===== src/rtl/arbitro_salida_if.sv =====
// arbitro_salida_if: FIFO-side, downstream and status signals of the two-to-one output arbiter.
// With ARB_COUNT_EN defined the per-source pop counters cnt0/cnt1 are carried as well.
interface arbitro_salida_if;
  logic       empty0, empty1;
  logic [5:0] data_in0, data_in1;
  logic       pop0, pop1;
  logic       pausa_in;
  logic [5:0] data_out;
  logic       valid_out, active_out, idle_out, error_out;
`ifdef ARB_COUNT_EN
  logic [7:0] cnt0, cnt1;
  modport master(output empty0, empty1, data_in0, data_in1, pausa_in,
                 input pop0, pop1, data_out, valid_out, active_out, idle_out, error_out, cnt0, cnt1);
  modport slave(input empty0, empty1, data_in0, data_in1, pausa_in,
                output pop0, pop1, data_out, valid_out, active_out, idle_out, error_out, cnt0, cnt1);
`else
  modport master(output empty0, empty1, data_in0, data_in1, pausa_in,
                 input pop0, pop1, data_out, valid_out, active_out, idle_out, error_out);
  modport slave(input empty0, empty1, data_in0, data_in1, pausa_in,
                output pop0, pop1, data_out, valid_out, active_out, idle_out, error_out);
`endif
endinterface


===== src/rtl/arbitro_salida.sv =====
// arbitro_salida: round-robin merge of two show-ahead FIFOs into one registered stream.
// Optional ARB_COUNT_EN adds 8-bit wrapping pop counters per source.
module arbitro_salida (
  input logic             clk,
  input logic             reset,
  input logic             init,
  arbitro_salida_if.slave bus
);
  typedef enum logic [1:0] {S_RESET, S_INIT, S_IDLE, S_ACTIVE} state_t;
  state_t     state_q, state_d;
  logic [5:0] data_q, data_d;
  logic       valid_q, valid_d, err_q, err_d, last_q, last_d;
  logic       go, pop0, pop1;
  // reset/init drop any pop in the same cycle so no partial transfer leaks out
  assign go   = !reset && !init && !bus.pausa_in && (state_q == S_IDLE || state_q == S_ACTIVE);
  assign pop0 = go && !bus.empty0 && (bus.empty1 || last_q);
  assign pop1 = go && !bus.empty1 && (bus.empty0 || !last_q);
  always_comb begin
    state_d = state_q;
    case (state_q)
      S_RESET:  state_d = S_INIT;
      S_INIT:   state_d = S_IDLE;
      S_IDLE:   state_d = (!(bus.empty0 && bus.empty1) && !bus.pausa_in) ? S_ACTIVE : S_IDLE;
      S_ACTIVE: state_d = (bus.empty0 && bus.empty1 && !pop0 && !pop1) ? S_IDLE : S_ACTIVE;
      default:  state_d = S_RESET;
    endcase
    if (init) state_d = S_INIT;
    data_d  = pop0 ? bus.data_in0 : pop1 ? bus.data_in1 : data_q;
    valid_d = pop0 || pop1;
    err_d   = !init && (err_q || (pop0 && bus.data_in0[4]) || (pop1 && !bus.data_in1[4]));
    last_d  = init ? 1'b1 : pop0 ? 1'b0 : pop1 ? 1'b1 : last_q;
  end
  always_ff @(posedge clk) begin
    if (reset) begin
      state_q <= S_RESET;
      data_q  <= '0;
      valid_q <= 1'b0;
      err_q   <= 1'b0;
      last_q  <= 1'b1;
    end else begin
      state_q <= state_d;
      data_q  <= data_d;
      valid_q <= valid_d;
      err_q   <= err_d;
      last_q  <= last_d;
    end
  end
`ifdef ARB_COUNT_EN
  logic [7:0] cnt0_q, cnt0_d, cnt1_q, cnt1_d;
  assign cnt0_d = init ? 8'd0 : cnt0_q + 8'(pop0);
  assign cnt1_d = init ? 8'd0 : cnt1_q + 8'(pop1);
  always_ff @(posedge clk) begin
    cnt0_q <= reset ? 8'd0 : cnt0_d;
    cnt1_q <= reset ? 8'd0 : cnt1_d;
  end
  assign bus.cnt0 = cnt0_q;
  assign bus.cnt1 = cnt1_q;
`else
`endif
  assign bus.pop0       = pop0;
  assign bus.pop1       = pop1;
  assign bus.data_out   = data_q;
  assign bus.valid_out  = valid_q;
  assign bus.error_out  = err_q;
  assign bus.idle_out   = state_q == S_IDLE;
  assign bus.active_out = state_q == S_ACTIVE;
endmodule


===== src/flat_wrapper.sv =====
// flat-port wrapper written by rule: the top's interface ports become plain ports
module arbitro_salida_flat 
  (clk, reset, init, bus_empty0, bus_empty1, bus_data_in0, bus_data_in1, bus_pausa_in, bus_pop0, bus_pop1, bus_data_out, bus_valid_out, bus_active_out, bus_idle_out, bus_error_out);
  arbitro_salida_if bus_i ();
  input logic clk;
  input logic reset;
  input logic init;
  input wire logic [$bits(bus_i.empty0)-1:0] bus_empty0;
  input wire logic [$bits(bus_i.empty1)-1:0] bus_empty1;
  input wire logic [$bits(bus_i.data_in0)-1:0] bus_data_in0;
  input wire logic [$bits(bus_i.data_in1)-1:0] bus_data_in1;
  input wire logic [$bits(bus_i.pausa_in)-1:0] bus_pausa_in;
  output wire logic [$bits(bus_i.pop0)-1:0] bus_pop0;
  output wire logic [$bits(bus_i.pop1)-1:0] bus_pop1;
  output wire logic [$bits(bus_i.data_out)-1:0] bus_data_out;
  output wire logic [$bits(bus_i.valid_out)-1:0] bus_valid_out;
  output wire logic [$bits(bus_i.active_out)-1:0] bus_active_out;
  output wire logic [$bits(bus_i.idle_out)-1:0] bus_idle_out;
  output wire logic [$bits(bus_i.error_out)-1:0] bus_error_out;
  assign bus_i.empty0 = bus_empty0;
  assign bus_i.empty1 = bus_empty1;
  assign bus_i.data_in0 = bus_data_in0;
  assign bus_i.data_in1 = bus_data_in1;
  assign bus_i.pausa_in = bus_pausa_in;
  assign bus_pop0 = bus_i.pop0;
  assign bus_pop1 = bus_i.pop1;
  assign bus_data_out = bus_i.data_out;
  assign bus_valid_out = bus_i.valid_out;
  assign bus_active_out = bus_i.active_out;
  assign bus_idle_out = bus_i.idle_out;
  assign bus_error_out = bus_i.error_out;
  arbitro_salida u_core (.clk(clk), .reset(reset), .init(init), .bus(bus_i));
endmodule

===== config.mk =====
export PLATFORM = sky130hd
export DESIGN_NAME = arbitro_salida_flat
export DESIGN_NICKNAME = d
export VERILOG_FILES = /design/src/rtl/arbitro_salida_if.sv /design/src/rtl/arbitro_salida.sv /design/src/flat_wrapper.sv
export SDC_FILE = /design/constraint.sdc
export NUM_CORES = 1
export LEC_CHECK = 0
export ABC_AREA = 1
export BUFFER_PORTS_ARGS = -buffer_cell sky130_fd_sc_hd__buf_4
export CAP_MARGIN = 20
export CORE_AREA = 3 3 40 42
export CTS_BUF_LIST = sky130_fd_sc_hd__clkbuf_2 sky130_fd_sc_hd__clkbuf_4 sky130_fd_sc_hd__clkbuf_8
export DETAILED_ROUTE_END_ITERATION = 10
export DIE_AREA = 0 0 43 45
export PLACE_DENSITY = 0.8
export SYNTH_ARGS = -nofsm -noshare
export SYNTH_HDL_FRONTEND = slang
export SYNTH_SLANG_ARGS = --single-unit
export TNS_END_PERCENT = 50

===== constraint.sdc =====
create_clock -name clk -period 2 [get_ports clk]
set_input_delay 0.3 -clock clk [delete_from_list [all_inputs] [get_ports clk]]
set_output_delay 0.3 -clock clk [all_outputs]
set_load 0.05 [all_outputs]

Word level (Yosys, flattened, before mapping)
Cells that the tools add are included.
Word-level totals
  bits in registers: 11
  bits of input ports: 18
  output and inout port bits: 12
  logic and storage cells: 50
Cells by class
  equality and inequality tests: 3
  muxes and demuxes: 8
  reductions and logical operators: 33
Operators with widths (number)
  1-bit logical AND: 14
  6-bit two-way mux: 2
  1-bit zero test: 10
  2-bit case mux with 4 select lines: 1
  1-bit logical OR: 6
  1-bit two-way mux: 5
  2-bit == test, second input constant: 2
  2-bit by 1-bit == test with 1-bit output, second input constant: 1
  2-bit zero test: 1
  2-bit nonzero test: 1
  2-bit OR reduction: 1

Depth between registers and ports, before layout
Gate-level depths: netlist of run 1.
  word-level depth: 12
  gate-level depth with buffers: 9
  mapped depth without buffers: 8

Least setup slack after synthesis of run 1
Ideal clock, no wire load.
  path kind: input-to-output
  from: input reset
  to: output bus_pop0
  arrival time: 1119 ps
  required time: 1700 ps
  path slack: 581 ps
  stages: 6
  buffers on the path: 1
  cells stage by stage: buf_6 > inv_4 > nand2_4 > nor2_8 > nand2_2 > inv_1
Between the ends
  word-level cells in the longest chain between the ends: 6
Ends and longest elaborated chain
  start, declared: line flat_wrapper.sv:6  | input logic reset;
  1-bit zero test: line arbitro_salida.sv:15  | assign go = !reset && !init && !bus.pausa_in && (state_q == S_IDLE || state_q == S_ACTIVE);
  1-bit logical AND (3 in a row): line arbitro_salida.sv:15
  1-bit logical AND (2 in a row): line arbitro_salida.sv:16  | assign pop0 = go && !bus.empty0 && (bus.empty1 || last_q);
  end, declared: line flat_wrapper.sv:13  | output wire logic [$bits(bus_i.pop0)-1:0] bus_pop0;
Every way passes these cells.

Worst setup path in the final report of run 1
  from: register u_core.state_q[1]
  to: output bus_pop0
Between the ends
  word-level cells in the longest chain between the ends: 5
  elaborated cells between the ends (all ways): 6
  those cells by class: 2 x eq/ne; 4 x reduce/logical
Ends and longest elaborated chain
  start, declared: line arbitro_salida.sv:10  | state_t state_q, state_d;
  start signal, assigned: line arbitro_salida.sv:41  | state_q <= state_d;
  2-bit == test: line arbitro_salida.sv:15
  1-bit logical OR (*): line arbitro_salida.sv:15
  1-bit logical AND (*): line arbitro_salida.sv:15
  1-bit logical AND (*) (2 in a row): line arbitro_salida.sv:16
Mark *: on every way between the ends. The rest lies on a longest branch, timed or not.

==> impl_metrics.tcl, run 1 <==
set metrics [dict create \
    cp.depth 5 \
    final_common_cell "buf_4" \
    cp-start-kind "flop" \
    grtUsageTotal_pct 14.7 \
    yosysTopAreaCell "dfxtp_1" \
    drt_drc_violations_left 0 \
    portBuffers 29 \
    layout-drive-gt1-share_pct 35.8 \
    synthMuxAreaShare_pct 0 \
    slew_headroom_pct 86.2 \
    required_ps 1700 \
    grt_first_pass_wirelength_microns 2150 \
    synth_top_area_share_pct 36.1 \
    crit_path_max_fanout 10 \
    overflow 0 \
    drtIter0Drc 24 \
    synth-xor-area-share_pct 0 \
    leakagePower_nw 0.512 \
    pwr-share-seq_pct 47.9 \
    htreeDepth 1 \
    worstSetupPathType "flop to output port" \
    final_antenna_net_count 0 \
    critPathBufInv 2 \
    wl_per_cell_microns 10.1 \
    cts-root-buf "clkbuf_4" \
    synth_cell_types 16 \
    fin_util_pct 67.4 \
    synthAdderAreaFrac_pct 0 \
    fin_cells 135 \
    antenna_found_initial 0 \
    regArea_sq_um 220 \
    syn_to_final_growth_pct 41.8 \
    timing_hold_violations_final 0 \
    cts_tree "done" \
    cts-resized-gates 0 \
    p_sw_mw 0.123 \
    pin_count 30 \
    fin_nets 139 \
    num-fill-cells 102 \
    clock_skew_ps 8.45 \
    timing.rr.start "u_core.state_q[1]" \
    crit_family "simple AND/OR/NAND/NOR gates" \
    worstRegToRegCells 7 \
    core_sq_um 1280 \
    yosys_warnings 0 \
    setup_tns_ps 0 \
    hold_slack_ps 272 \
    slowest_stage "dfxtp_1" \
    cts_sinks 11 \
    vdd_drop_max_uv 371 \
    min_path_type "input port to flop" \
    p_int_mw 0.349 \
    cts_buffer_depth 2 \
    r2r_slack_ps 810 \
    tightest_slew_ps 207 \
    yosysSeqAreaShare_pct 36.1 \
    setup_viol 0 \
    dr.pass1.iters 4 \
    critical-path-max-stage-delay_ps 380 \
    synth.area.top_cells "dfxtp_1, nand2_1, nand3_1, inv_1, a21oi_1" \
    fin_crit_sh_pct 83.3 \
    vias 642 \
    postCtsSetupBuffers 0 \
    post-dp-hpwl_microns 1090 \
    die-height_microns 45 \
    synth_top_family_by_area "simple AND/OR/NAND/NOR gates" \
    crit_path_end "bus_pop0" \
    netlist_instances 88 \
    syn-cell-area_sq_um 611 \
    row_count 13 \
    final_cell_mix "buf_4, nand2_1, inv_1" \
    holdBufCountCts 0 \
    post-route-min-period_ps 1670 \
    maxCapViolations 0 \
    swShare_pct 26.0 \
    syn_area_per_cell_sq_um 6.94 \
    grt_max_degree 11 \
    synth_compound_area_share_pct 7.38 \
    cts_buffers 3 \
    multiInputGateArea_sq_um 277 \
    startpoint "u_core.state_q[1]" \
    cp.arrival_ps 1370 \
    grt_pass1_vias 543 \
    viasPerCell 4.76 \
    insertion_delay_ps 270 \
    dp_cells 131 \
    clock_power_share_pct 35.8 \
    synth_nets 106 \
    rsz0062_at_grt "no" \
    critPathMostFrequentCell "nand2_2" \
    routed_wl_microns 1370 \
    clk_pin_slew_ps 70 \
    path_cells "nand2_2 > nor2_8 > nand2_2 > inv_1 > buf_4" \
    gp_congestion 0.840 \
    r2r-end "u_core.bus.data_out[2]" \
    die_x_microns 43 \
    initial_utilization_pct 47.5 \
    status "complete, no violations" \
    p_per_area_nw_per_um2 545 \
    dp_slack_ps 555 \
    finalMaxSlewViolations 0 \
    ys_seq_elements 11 \
    pwr-share-comb_pct 16.2 \
    yosys.area_share.simple_pct 37.9 \
    num_antenna_cells 0 \
    die_area_sq_um 1940 \
    fmax_ghz 0.600 \
    cp-end-kind "output port" \
    finalWorstSetupSlack_ps 334 \
]
[final cells by class]
class	instances	share of cell area (%)
Multi-Input combinational cell	52	31.9
Sequential cell	11	25.4
Timing Repair Buffer	29	25.1
Inverter	24	11.8
Clock buffer	4	3.47
Tap cell	15	2.17
[metrics by stage]
step / area (sq um) / total power, mW
2_1_floorplan: 611 / 0.272
3_3_place_gp: 836 / 0.307
3_5_place_dp: 836 / 0.308
4_1_cts: 866 / 0.476
5_1_grt: 866 / 0.492
6_report: 866 / 0.472
[sequential cells by signal, summed over array words and instances, names as in the netlist]
register / flops
u_core.state_q: 2
u_core.bus.valid_out: 1
u_core.last_q: 1
u_core.bus.error_out: 1
u_core.bus.data_out: 6
[metal layers]
layer | vias to the layer above | GRT usage (%) | routed length (microns)
li1 | 329 | - | -
met1 | 276 | 18.1 | 562
met2 | 33 | 23.4 | 656
met3 | 4 | 3.19 | 123
met4 | 0 | 9.04 | 27
met5 | - | 0 | 0
[power groups by stage]
stage	logic (mW)	clock network [mW]	registers [mW]
after floorplan	0.0357	0	0.237
after global placement	0.0757	0	0.231
after detailed placement	0.0762	0	0.231
after CTS	0.0763	0.173	0.226
after global routing	0.0816	0.184	0.227
final	0.0766	0.169	0.226
[worst register-to-register path: cells and delay by family (launching register included)]
kind          cells  cell delay, ps
simple gates      6             700
buf+inv           1              30
flops             1             380
[kinds of logic after synthesis]
| group | count (synthesis) |
|---|---|
| AOI/OAI and AO/OA | 9 |
| and+or+nand+nor | 43 |
| DFF | 11 |
| buffers and inverters | 25 |
[how the worst min path moves through the flow]
stage | end | cells after the start | slack (ps) | startpoint
floorplan | u_core.state_q[0] | 2 | 430 | init
global placement | u_core.last_q | 2 | 490 | u_core.last_q
detailed placement | u_core.last_q | 2 | 510 | u_core.last_q
CTS | u_core.state_q[0] | 2 | 260 | reset
global route | u_core.state_q[0] | 2 | 260 | reset
finish | u_core.state_q[0] | 2 | 270 | reset
[cells in the mapped netlist (all sizes together)]
library cell   n
a21oi          9
buf            1
clkinv         7
dfxtp         11
inv           17
nand2         22
nand3         14
nand3b         1
nor2           6
Power figures use the tool's default switching activity.
==> run 2, diff against run 1 <==
--- a/config.mk
+++ b/config.mk
@@ -5,14 +5,14 @@
 export SDC_FILE = /design/constraint.sdc
 export NUM_CORES = 1
 export LEC_CHECK = 0
-export ABC_AREA = 1
+export ABC_AREA = 0
 export BUFFER_PORTS_ARGS = -buffer_cell sky130_fd_sc_hd__buf_4
 export CAP_MARGIN = 20
-export CORE_AREA = 3 3 40 42
+export CORE_MARGIN = 3
+export CORE_UTILIZATION = 40
 export CTS_BUF_LIST = sky130_fd_sc_hd__clkbuf_2 sky130_fd_sc_hd__clkbuf_4 sky130_fd_sc_hd__clkbuf_8
 export DETAILED_ROUTE_END_ITERATION = 10
-export DIE_AREA = 0 0 43 45
-export PLACE_DENSITY = 0.8
+export PLACE_DENSITY = 0.76
 export SYNTH_ARGS = -nofsm -noshare
 export SYNTH_HDL_FRONTEND = slang
 export SYNTH_SLANG_ARGS = --single-unit
==> constraint.sdc (replaced) <==
create_clock -name clk -period 1.35 [get_ports clk]
set_input_delay 0.2025 -clock clk [delete_from_list [all_inputs] [get_ports clk]]
set_output_delay 0.2025 -clock clk [all_outputs]
set_load 0.05 [all_outputs]
==> impl_metrics.tcl, run 2 <==
set metrics [dict create \
    drt_drc_violations_left 0 \
    wl_per_cell_microns 14.0 \
    final_common_cell "buf_4" \
    worstSetupPathType "flop to output port" \
    post-dp-hpwl_microns 1090 \
    largest_reg_flops 6 \
    multiInputGateArea_sq_um 312 \
    holdBufCountCts 0 \
    cp.arrival_ps 1440 \
    syn_area_per_cell_sq_um 9.79 \
    cts_sinks 11 \
    crit_path_max_fanout 3 \
    cts_buffers 3 \
    grtUsageTotal_pct 19.2 \
    fin_crit_sh_pct 122 \
    overflow 0 \
    core_sq_um 1190 \
    initial_utilization_pct 46.2 \
    vdd_drop_max_uv 542 \
    htreeDepth 1 \
    fin_util_pct 75.2 \
    num_antenna_cells 0 \
    holdPathStages 3 \
    required_ps 1150 \
    total_power_mw 0.733 \
    die_area_sq_um 1850 \
    finalWorstSetupSlack_ps -295 \
    timing_hold_violations_final 0 \
    synth.area.top_cells "dfxtp_1, o32ai_1, a21oi_1, a211oi_1, a211oi_2" \
    num-fill-cells 92 \
    status "finished with violations" \
    grt_pass1_vias 631 \
    antenna_found_initial 0 \
    violations "setup timing" \
    maxCapViolations 0 \
    fin_nets 113 \
    vias 588 \
    stdcell_area_sq_um 892 \
    final_cell_mix "buf_4, dfxtp_1, o32ai_1" \
    portBuffers 29 \
    leakagePower_nw 0.381 \
    async_flop_share_pct 0 \
    regArea_sq_um 221 \
    post-route-min-period_ps 1640 \
    dpl_cell_area_sq_um 838 \
    synth_common_cells "dfxtp_1, o32ai_1, a21oi_1" \
    worstRegToRegCells 4 \
    slew_headroom_pct 73.4 \
    p_per_area_nw_per_um2 822 \
    drtIter0Drc 3 \
    final_antenna_net_count 0 \
    worstHoldEndpoint "u_core.state_q[1]" \
    syn-cell-area_sq_um 548 \
    p_int_mw 0.536 \
    synth-edff-count 0 \
    viasPerCell 5.44 \
    rsz0062_at_grt "yes" \
    netlist_instances 56 \
    synth_cell_types 22 \
    yosysSeqAreaShare_pct 40.2 \
    dp_slack_ps -161 \
    r2r-end "u_core.last_q" \
    synth_ff_type "dfxtp_1" \
    gp_congestion 0.764 \
    finalMaxSlewViolations 0 \
    cp-end-kind "output port" \
    dr.pass1.iters 3 \
    cts_buffer_depth 2 \
    synth_top_area_share_pct 40.2 \
    grt_first_pass_wirelength_microns 2720 \
    grt_max_degree 14 \
    min_path_type "input port to flop" \
    cts_tree "done" \
    cts-root-buf "clkbuf_4" \
    ys_seq_elements 11 \
    synth_nets 74 \
    routed_wl_microns 1510 \
    clk_pin_slew_ps 80 \
    pwr-share-comb_pct 19.8 \
    yosysTopAreaCell "dfxtp_1" \
    die-height_microns 43.0 \
    pwr-share-seq_pct 45.8 \
    setup_viol 2 \
    fmax_ghz 0.608 \
    yosys_warnings 0 \
    tightest_slew_ps 398 \
    syn_to_final_growth_pct 62.8 \
    clock_power_share_pct 34.4 \
    row_count 12 \
    r2r_slack_ps 90 \
    min_from "init" \
    cp-start-kind "flop" \
    insertion_delay_ps 270 \
    layout-drive-gt1-share_pct 56.4 \
    timing.rr.start "u_core.state_q[1]" \
    p_sw_mw 0.197 \
    swShare_pct 26.9 \
    yosys.cell_count.top_type "dfxtp_1" \
    pin_count 30 \
    die_x_microns 43.0 \
    clock_skew_ps 4.76 \
]
## run 2: cell count changes after synthesis, moves of 3 or more
cell | previous run | this run
nand2_1 | 18 | 1
inv_1 | 16 | 2
nand3_1 | 13 | 0
o32ai_1 | 0 | 7
clkinv_1 | 5 | 0
a211oi_1 | 0 | 4
a21oi_1 | 9 | 6
nor3_1 | 0 | 3
## run 2: critical path: stages, from the launching register on
cell     delay, ps
dfxtp_2        330
or4b_4         510
nor3_4         150
buf_6          180
## run 2: repair_timing
item / in CTS / in global routing
setup endpoints to repair: 9 / 9
pin swaps: 2 / 1
resized for setup: 6 / 1
buffers inserted: 1 / 1
## run 2: routing by layer
layer | wire length, microns | global-route usage [%]
met1 | 597 | 21.1
met5 | 0 | 0
met2 | 768 | 33.8
met3 | 142 | 8.90
met4 | 0 | 3.61
## run 2: stage by stage
stage / hold WS [ps] / TNS [ps] / std cells
6_report: 240 / -579 / 108
5_1_grt: 246 / -686 / 108
3_5_place_dp: 491 / -289 / 104
3_3_place_gp: 465 / -258 / 104
2_1_floorplan: 274 / -202 / 56
4_1_cts: 237 / -550 / 109
## run 2: final cells by class
class,instances,area share [%]
tap,14,1.96
inverter,2,0.842
multi-input combinational,39,34.9
timing repair buffer,38,34.1
sequential,11,24.8
clock buffer,4,3.37
## run 2: how the worst max path moves through the flow
stage                      startpoint  endpoint  slack (ps)
floorplan           u_core.state_q[1]  bus_pop1        -190
global route        u_core.state_q[1]  bus_pop1        -350
CTS                 u_core.state_q[1]  bus_pop1        -300
finish              u_core.state_q[1]  bus_pop1        -290
detailed placement               init  bus_pop1        -160
global placement                 init  bus_pop1        -170
## run 2: logic make-up (layout without fill, tap and decap cells)
| group | count (synthesis) | count (layout) | share of synthesized area (%) |
|---|---|---|---|
| AO/OA/AOI/OAI | 23 | 23 | 32.6 |
| AND/OR/NAND/NOR | 16 | 16 | 20.3 |
| buffers and inverters | 6 | 44 | 6.85 |
| flip-flops | 11 | 11 | 40.2 |
## run 2: power groups by stage
stage / logic [mW] / registers, mW / clock network, mW
floorplan: 0.0615 / 0.351 / 0
finish: 0.145 / 0.336 / 0.252
detailed placement: 0.141 / 0.343 / 0
global placement: 0.140 / 0.342 / 0
global route: 0.157 / 0.337 / 0.284
CTS: 0.146 / 0.335 / 0.258
